$ cat src/rtl/m_spi_master.sv
`timescale 1ns/1ps
`default_nettype none
// +--------------------------------------------------------------------------+
// | Module      : m_spi_master                                               |
// | Description : Mode-0 SPI master. Shifts one WORD-bit word out on MOSI,    |
// |               MSB first, and captures WORD bits from MISO in the same     |
// |               transfer. SCLK half-period is CLK_DIV system clocks.        |
// | Ports       : CLK     - system clock, rising edge                         |
// |               RST     - asynchronous active-high reset                    |
// |               START   - transfer request, sampled only while idle         |
// |               TX_DATA - word to send                                      |
// |               MISO    - serial data from slave                            |
// |               SCLK    - SPI clock, idle low                               |
// |               MOSI    - serial data to slave                              |
// |               SS      - slave select, active low                          |
// |               RX_DATA - last received word                                |
// |               BUSY    - transfer in progress                              |
// |               DONE    - one-cycle completion pulse                        |
// | Revision    : 1.0 - initial release                                       |
// +--------------------------------------------------------------------------+
module m_spi_master #(
  parameter int WORD    = 8,
  parameter int CLK_DIV = 4
) (
  input  logic            CLK,
  input  logic            RST,
  input  logic            START,
  input  logic [WORD-1:0] TX_DATA,
  input  logic            MISO,
  output logic            SCLK,
  output logic            MOSI,
  output logic            SS,
  output logic [WORD-1:0] RX_DATA,
  output logic            BUSY,
  output logic            DONE
);

  localparam int HC_W  = (CLK_DIV > 1) ? $clog2(CLK_DIV) : 1;
  localparam int BIT_W = (WORD > 1) ? $clog2(WORD) : 1;

  localparam logic [HC_W-1:0]  c_hc_last  = HC_W'(CLK_DIV - 1);
  localparam logic [BIT_W-1:0] c_bit_last = BIT_W'(WORD - 1);

  localparam logic [2:0] c_st_idle  = 3'd0;
  localparam logic [2:0] c_st_lead  = 3'd1;
  localparam logic [2:0] c_st_high  = 3'd2;
  localparam logic [2:0] c_st_low   = 3'd3;
  localparam logic [2:0] c_st_trail = 3'd4;

  logic [2:0]       state_q,   state_d;
  logic [HC_W-1:0]  hc_q,      hc_d;
  logic [BIT_W-1:0] bit_q,     bit_d;
  logic             setup_q,   setup_d;
  logic [WORD-1:0]  tx_q,      tx_d;
  logic [WORD-1:0]  rx_sh_q,   rx_sh_d;
  logic [WORD-1:0]  rx_data_q, rx_data_d;
  logic             sclk_q,    sclk_d;
  logic             mosi_q,    mosi_d;
  logic             ss_q,      ss_d;
  logic             busy_q,    busy_d;
  logic             done_q,    done_d;
  logic             hc_end;

  assign hc_end = (hc_q == c_hc_last);

  always_comb begin
    state_d   = state_q;
    hc_d      = hc_q;
    bit_d     = bit_q;
    setup_d   = setup_q;
    tx_d      = tx_q;
    rx_sh_d   = rx_sh_q;
    rx_data_d = rx_data_q;
    sclk_d    = sclk_q;
    mosi_d    = mosi_q;
    ss_d      = ss_q;
    busy_d    = busy_q;
    done_d    = 1'b0;

    case (state_q)
      c_st_idle: begin
        if (START) begin
          // The MSB goes straight to MOSI; tx_q keeps only the bits still
          // to be sent, left-justified, so its MSB is always the next bit.
          tx_d    = {TX_DATA[WORD-2:0], 1'b0};
          mosi_d  = TX_DATA[WORD-1];
          ss_d    = 1'b0;
          busy_d  = 1'b1;
          hc_d    = '0;
          bit_d   = '0;
          setup_d = 1'b1;
          state_d = c_st_lead;
        end
      end

      c_st_lead, c_st_low: begin
        // One extra SS-to-SCLK setup cycle precedes the first half-period,
        // giving the 1 + CLK_DIV*(2*WORD+1) START-to-DONE latency.
        if (setup_q) begin
          setup_d = 1'b0;
        end else if (hc_end) begin
          sclk_d  = 1'b1;
          rx_sh_d = {rx_sh_q[WORD-2:0], MISO};
          hc_d    = '0;
          state_d = c_st_high;
        end else begin
          hc_d = hc_q + HC_W'(1);
        end
      end

      c_st_high: begin
        if (hc_end) begin
          sclk_d = 1'b0;
          hc_d   = '0;
          if (bit_q == c_bit_last) begin
            state_d = c_st_trail;
          end else begin
            bit_d   = bit_q + BIT_W'(1);
            mosi_d  = tx_q[WORD-1];
            tx_d    = {tx_q[WORD-2:0], 1'b0};
            state_d = c_st_low;
          end
        end else begin
          hc_d = hc_q + HC_W'(1);
        end
      end

      c_st_trail: begin
        if (hc_end) begin
          ss_d      = 1'b1;
          busy_d    = 1'b0;
          done_d    = 1'b1;
          rx_data_d = rx_sh_q;
          hc_d      = '0;
          state_d   = c_st_idle;
        end else begin
          hc_d = hc_q + HC_W'(1);
        end
      end

      default: begin
        state_d = c_st_idle;
      end
    endcase
  end

  always_ff @(posedge CLK or posedge RST) begin
    if (RST) begin
      state_q   <= c_st_idle;
      hc_q      <= '0;
      bit_q     <= '0;
      setup_q   <= 1'b0;
      tx_q      <= '0;
      rx_sh_q   <= '0;
      rx_data_q <= '0;
      sclk_q    <= 1'b0;
      mosi_q    <= 1'b0;
      ss_q      <= 1'b1;
      busy_q    <= 1'b0;
      done_q    <= 1'b0;
    end else begin
      state_q   <= state_d;
      hc_q      <= hc_d;
      bit_q     <= bit_d;
      setup_q   <= setup_d;
      tx_q      <= tx_d;
      rx_sh_q   <= rx_sh_d;
      rx_data_q <= rx_data_d;
      sclk_q    <= sclk_d;
      mosi_q    <= mosi_d;
      ss_q      <= ss_d;
      busy_q    <= busy_d;
      done_q    <= done_d;
    end
  end

  assign SCLK    = sclk_q;
  assign MOSI    = mosi_q;
  assign SS      = ss_q;
  assign RX_DATA = rx_data_q;
  assign BUSY    = busy_q;
  assign DONE    = done_q;

endmodule
`default_nettype wire

$ cat config.mk
export PLATFORM = sky130hd
export DESIGN_NAME = m_spi_master
export DESIGN_NICKNAME = d
export VERILOG_FILES = /design/src/rtl/m_spi_master.sv
export SDC_FILE = /design/constraint.sdc
export NUM_CORES = 1
export LEC_CHECK = 0
export CAP_MARGIN = 10
export CORE_MARGIN = 5
export CORE_UTILIZATION = 40
export DETAILED_ROUTE_END_ITERATION = 6
export PLACE_DENSITY_LB_ADDON = 0.1
export SYNTH_ARGS = -nofsm -noshare
export SYNTH_HDL_FRONTEND = slang
export SYNTH_SLANG_ARGS = --single-unit
$ cat constraint.sdc
create_clock -name CLK -period 1.8 [get_ports CLK]
set_input_delay 0.36 -clock CLK [delete_from_list [all_inputs] [get_ports CLK]]
set_output_delay 0.36 -clock CLK [all_outputs]
set_load 0.1 [all_outputs]
==> run summary <==
The number of top-level pins is 25. The number of placement rows is 24. The minimum clock period after layout is 1740 ps. The number of antenna violations at the first check in global routing came out at 0.

The number of warnings issued by yosys came out at 0. The maximum number of buffers from clock root to sink is 2. The min-delay analysis places its worst path in the category input pin to async pin. By area the synthesized netlist is led by dfrtp_1, mux2_2, mux2_4. The worst setup path is of the flip-flop to flip-flop kind. The proportion of synthesized chip area in sequential cells came out at 0.529. Wires add up to 3250 um. Counting stages on the worst path, the most repeated cell is ha_2. The average vias per placed instance is 5.08.

The placed wire-length estimate is 2460 um. The number of setup violations in the final report is 0. The sum of negative setup slack is 0 ps.

The total die area is 5810 um2. The flow ran to the end, and the final reports show no timing, DRC or antenna violations. The unique cell type count in the Yosys netlist came out at 31. At the pin with the least slew margin, the transition time is 327 ps. The fraction of registers with async set or reset after synthesis is 1.00. The core region is 4290 um2. The max-cap violation count came out at 0.

The share of synthesized area in the top cell type comes to 0.514. The antenna diode count came out at 0. The number of slew-limit violations in the final report came to 0. Across every metal layer, demand over resource in global routing totals 0.119. The count of state elements after synthesis is 37. The filler cell count in the final layout came out at 373.

The H-tree depth is 2. The via count is 1154. The final standard cell utilization of the core came out at 0.553. The mapped netlist covers 1750 um2. The average wire per standard cell is 14.3 um. The net total in the final layout is 189.

The pre-CTS setup slack is -16.0 ps. The last weighted congestion value of the routability-driven placer came out at 0.772. The maximum vdd ir drop came out at 0.958 mV.

For the worst-skew pair, the clock arrives at the later sink with an insertion delay of 280 ps. The total grt overflow is 0. Of the cells placed in the final design, the portion with a size suffix greater than 1 is 0.457. The worst-case clock skew is 4.15 ps. The number of sinks handled by clock tree synthesis is 37. The top cell types in the final layout, fill and taps aside, are dfrtp_1, mux2_2, buf_12, buf_4, clkdlybuf4s50_1. Yosys mapped a number of flops with a built-in enable equal to 0. The remaining max-slew budget at the tightest pin is 0.780. The residual DRC count is 0. The post-layout worst setup margin came out at 62.7 ps. For this configuration, the core starts out at a cell density of 0.408. The number of CTS-inserted buffers came out at 5.

The hold buffer count at CTS is 0. Setup repair after global routing left no endpoint under its margin. The violation count after the first detailed-route iteration is 37. CTS placed an instance of clkbuf_8 at the clock tree root. The count of buffers from port buffering is 24. The critical path arrival is 1910 ps. The layout-stage area growth over the synthesis result is 35.5%. The number of cells produced by synthesis is 135. The cell with the largest stage delay on the worst path is dfrtp_1.

The net count of the mapped netlist came out at 150. Across all hold checks on the routed design, the worst slack comes to 412 ps. The total count of hold-check failures in the final report was 0.

The data required time of the worst path is 1970 ps. The post-route fraction of the period consumed by the critical path is 0.965. Power spread over the standard cell area amounts to 1550 nW/um2. The largest net degree at the start of global routing came out at 21. After clock tree synthesis, the clock-pin slew on the worst setup and hold paths is 70 ps. The first global-routing pass estimated 5770 um of wire. The type of origin of the critical path is a flip-flop.

The leading cell type in the layout, fill and taps excluded is dfrtp_1. In the synthesized netlist the dominant register cell turns out to be dfrtp_1. Measured along the y axis, the die boundary spans 76.2 um. The mean instance size in the synthesized netlist is 13.0 um2. The maximum operating frequency is 0.576 GHz. The synthesized design spends more area on one cell type than any other, namely dfrtp_1. The first TritonRoute pass finished after 4 iterations. Of all nets on the critical path, the largest fanout is 8. The die outline width is 76.2 um. The number of global-route vias before repair is 1289. The largest single stage delay on the critical path is 390 ps. The static power due to leakage is 0.00107 uW. The count of nets left with antenna violations once routing finished came out at 0. The critical path goes through ha_2, ha_2, and3b_2, o21a_1, buf_12, mux2_4. The type of element capturing the critical path is a flip-flop.

TritonCTS built the clock tree.
-- metal layers --
layer	GRT usage	routed length, um	vias up
met5	0	0	-
met4	0.0472	42	0
met3	0.0319	111	5
met2	0.188	1540	19
met1	0.156	1560	574
li1	-	-	556
-- path summary, 6_finish.rpt --
kind	startpoint	end	slack (ps)	cells after the start
setup / recovery	bit_q[0]	tx_q[3]	60	6
hold / removal	RST	RX_DATA[1]	410	3
setup reg to reg	bit_q[0]	tx_q[3]	60	6
hold reg to reg	rx_sh_q[7]	RX_DATA[7]	510	1
max in group asynchronous	RST	SS	1100	3
min in group CLK	rx_sh_q[7]	RX_DATA[7]	510	1
-- where the power goes --
part / switching [uW] / internal, uW / total (uW)
Combinational: 811 / 967 / 1780
Sequential: 245 / 1110 / 1360
Clock: 283 / 268 / 552
Total: 1340 / 2350 / 3690
-- worst max-delay path, delay by kind of cell, from the launching register on --
family / cells / cell delay (ps)
compound gates: 1 / 170
fa+ha+maj: 2 / 350
buf+inv: 1 / 140
flops: 1 / 390
mux: 1 / 300
simple gates: 1 / 280
-- layout make-up --
| type | count | area [um2] | area share |
|---|---|---|---|
| repair buffers | 42 | 534 | 0.225 |
| clock buffers | 6 | 72.6 | 0.0305 |
| inverters | 4 | 15.0 | 0.00632 |
| multi-input cells | 84 | 751 | 0.316 |
| clock inverters | 2 | 10.0 | 0.00421 |
| well taps | 52 | 65.1 | 0.0274 |
| flip-flops and latches | 37 | 928 | 0.391 |
-- kinds of logic after synthesis --
group                    after synthesis  share of synthesized area
AO/OA/AOI/OAI                         21                     0.0771
adder cells (fa/ha/maj)                3                     0.0214
multiplexers                          34                      0.233
flip-flops                            37                      0.529
buffers and inverters                 14                     0.0492
AND/OR/NAND/NOR                       26                     0.0899
-- sequential cells by signal (all words and copies together) (netlist names) --
register and count:
SCLK 1, SS 1, DONE 1, setup_q 1, MOSI 1, BUSY 1
bit_q 3, tx_q 7, RX_DATA 8, hc_q 2, rx_sh_q 8, state_q 3
-- Yosys cell counts (all sizes together) (2+ instances only) --
library cell,number
or4,2
ha,3
inv,4
dfrtp,36
nor2b,2
or3,2
nor3b,3
mux2,34
nand3,2
a22o,3
nand2,6
nor3,3
buf,10
o21ai,7
a21oi,5
-- through the flow --
stage | std cells | cell area, um2 | total power (uW)
final | 227 | 2380 | 3690
after global routing | 227 | 2380 | 3940
after CTS | 226 | 2360 | 3710
after detailed placement | 218 | 2270 | 3140
after global placement | 218 | 2270 | 3090
after floorplan | 135 | 1750 | 2560
-- repair_timing --
action | in CTS | in global routing
setup endpoints to repair | 9 | 25
pin swaps | 1 | 1
setup buffers | 0 | 1
gates resized for setup | 3 | 4
No activity file was read; power rests on OpenSTA's default activity.
==> patch (config.mk and constraints unchanged) <==
The output `DONE` loses its register stage (`done_q` becomes a continuous assignment).
--- a/src/rtl/m_spi_master.sv
+++ b/src/rtl/m_spi_master.sv
@@ -159,3 +159,2 @@
       busy_q    <= 1'b0;
-      done_q    <= 1'b0;
     end else begin
@@ -172,5 +171,6 @@
       busy_q    <= busy_d;
-      done_q    <= done_d;
     end
   end
+
+  assign done_q = done_d;
 
Check against the original RTL: no difference found for any inputs over 10 cycles, from zero or initial values and one cycle with RST high; that may be too few to reach the edited logic, so the function may still have changed.
==> patch against the original RTL <==
- sequential share of layout area down 2.0 points
- non-clock buffer count increased by 6
- setup slack got worse by 35 ps
- count of clock-buffer cells in the layout stayed put
- global-route usage rose by 1.7 points
- critical endpoint is now bit_q[0]
- critical path type unchanged
- wire length grew 7.8%
- combinational power rose by 13%
- via count grew 3.0%
- sequential cell count decreased by 1
- synthesized area down 1.4%
- clock skew up 5.7 ps
- cell area up 2.8%
- total power increased by 5.2%
==> patch: results (changes against the original RTL) <==
* Max Root-Sink Buffers at 2 (unchanged)
* Met3 wire length at 148 um (was 111 um)
* Avg WL per Cell at 15.1 um (was 14.3 um)
* R2R setup slack at 30 ps (was 60 ps)
* Leakage at 0.00110 uW (was 0.00107 uW)
* Max VDD drop at 1140 uV (was 958 uV)
* Cell Count, Final, Fillers Out at 232 (was 227)
* HPWL after DPL at 2450 um (was 2460 um)
* Clock root buffer master: clkbuf_8 (unchanged)
* Largest net degree at the start of global routing at 37 (was 21)
* Metal2 WL at 1770 um (was 1540 um)
* Post-synth top flop: dfrtp_1 (unchanged)
* Unique masters post-synth at 31 (unchanged)
* Post-synthesis compound-gate area fraction at 0.0782 (was 0.0771)
* Critical path's slowest cell: dfrtp_1 (unchanged)
* Fraction of registers with async set/reset at 1.00 (unchanged)
* Number of diodes at 0 (unchanged)
* Max stage delay on crit path at between 300 and 400 ps
* GRT Overall Usage at 0.136 (was 0.119)
* Syn_nets at 149 (was 150)
* Reg2reg path depth at 6 (unchanged)
* Post-CTS setup buffers at 4 (was 0)
* Routability Congestion at 0.776 (was 0.772)
* First-pass GRT wire length at 5880 um (was 5770 um)
* Nets@finish at 194 (was 189)
* R2R Path End: bit_q[0] (was tx_q[3])
* Register area share after synthesis at 0.522 (was 0.529)
* Initial DRC Count at 106 (was 37)
* Placed insts at 219 (was 218)
* DR vias/cell at 5.13 (was 5.08)
* Clock Skews at 9.86 ps (was 4.15 ps)
* End of the critical path: bit_q[0] (was tx_q[3])
* Met1 usage at 0.176 (was 0.156)
* Met3 usage at 0.0462 (was 0.0319)
* Met1 wire length at 1550 um (was 1560 um)
* 1st-pass router iterations at 4 (unchanged)
* Filler cells at 382 (was 373)
* Crit-path max FO at 4 (was 8)
* Final Hold Violating Endpoints at 0 (unchanged)
* CP delay by family, top: flip-flops (unchanged)
* Commonest cells in the netlist: dfrtp_1 (35), mux2_2 (27), mux2_4 (7), o21ai_0 (7) (was dfrtp_1 (36), mux2_2 (27), mux2_4 (7), o21ai_0 (7))
* Mux cell area share after synthesis at 0.237 (was 0.233)
* Post-CTS Resized at 9 (was 3)
* CTS Buf Count at 5 (unchanged)
* Status: finished clean (unchanged)
* Clock latency on the worst-skew pair at 280 ps (about the same)
* GR Util met2 at 0.217 (was 0.188)
* Adder-cell share of the synthesized area at 0.0217 (was 0.0214)
* Fraction of layout cells with a size suffix above 1 at 0.483 (was 0.457)
* Cells after Synth at 134 (was 135)
* Worst-Margin Slew at 394 ps (was 327 ps)
* Ys Warns at 0 (unchanged)
* Vias in the first global route at 1275 (was 1289)
* Ranking of synthesized cells by area: dfrtp_1 (51%), mux2_2 (18%), mux2_4 (6.1%), ha_1 (2.2%), o21ai_0 (2.0%) (was dfrtp_1 (51%), mux2_2 (17%), mux2_4 (6.0%), ha_1 (2.1%), o21ai_0 (2.0%))
==> patch: per-stage QoR <==
step	setup WS, ps	hold WS [ps]	area, um2	total power, uW	setup TNS, ps
final	28.0	422	2440	3880	0
after global routing	-22.7	429	2440	4120	-74.8
after CTS	12.6	422	2420	3850	0
after detailed placement	-26.8	498	2270	3210	-106
after global placement	-20.2	489	2270	3150	-129
after floorplan	36.4	475	1730	2540	0
==> patch: worst min-delay path: cells and delay by family <==
family,cells,cell delay [ps]
buffers and inverters,3,700
==> patch: layout make-up <==
cell class                      instances  share of cell area
Clock buffer                            6              0.0297
Clock inverter                          2             0.00512
Inverter                                4             0.00615
Multi-Input combinational cell         84               0.318
Sequential cell                        36               0.370
Tap cell                               52              0.0266
Timing Repair Buffer                   48               0.244
==> patch: power breakdown <==
| group | internal (uW) | total (uW) | switching (uW) |
|---|---|---|---|
| clock | 270 | 541 | 271 |
| sequential | 1090 | 1330 | 241 |
| combinational | 1090 | 2010 | 914 |
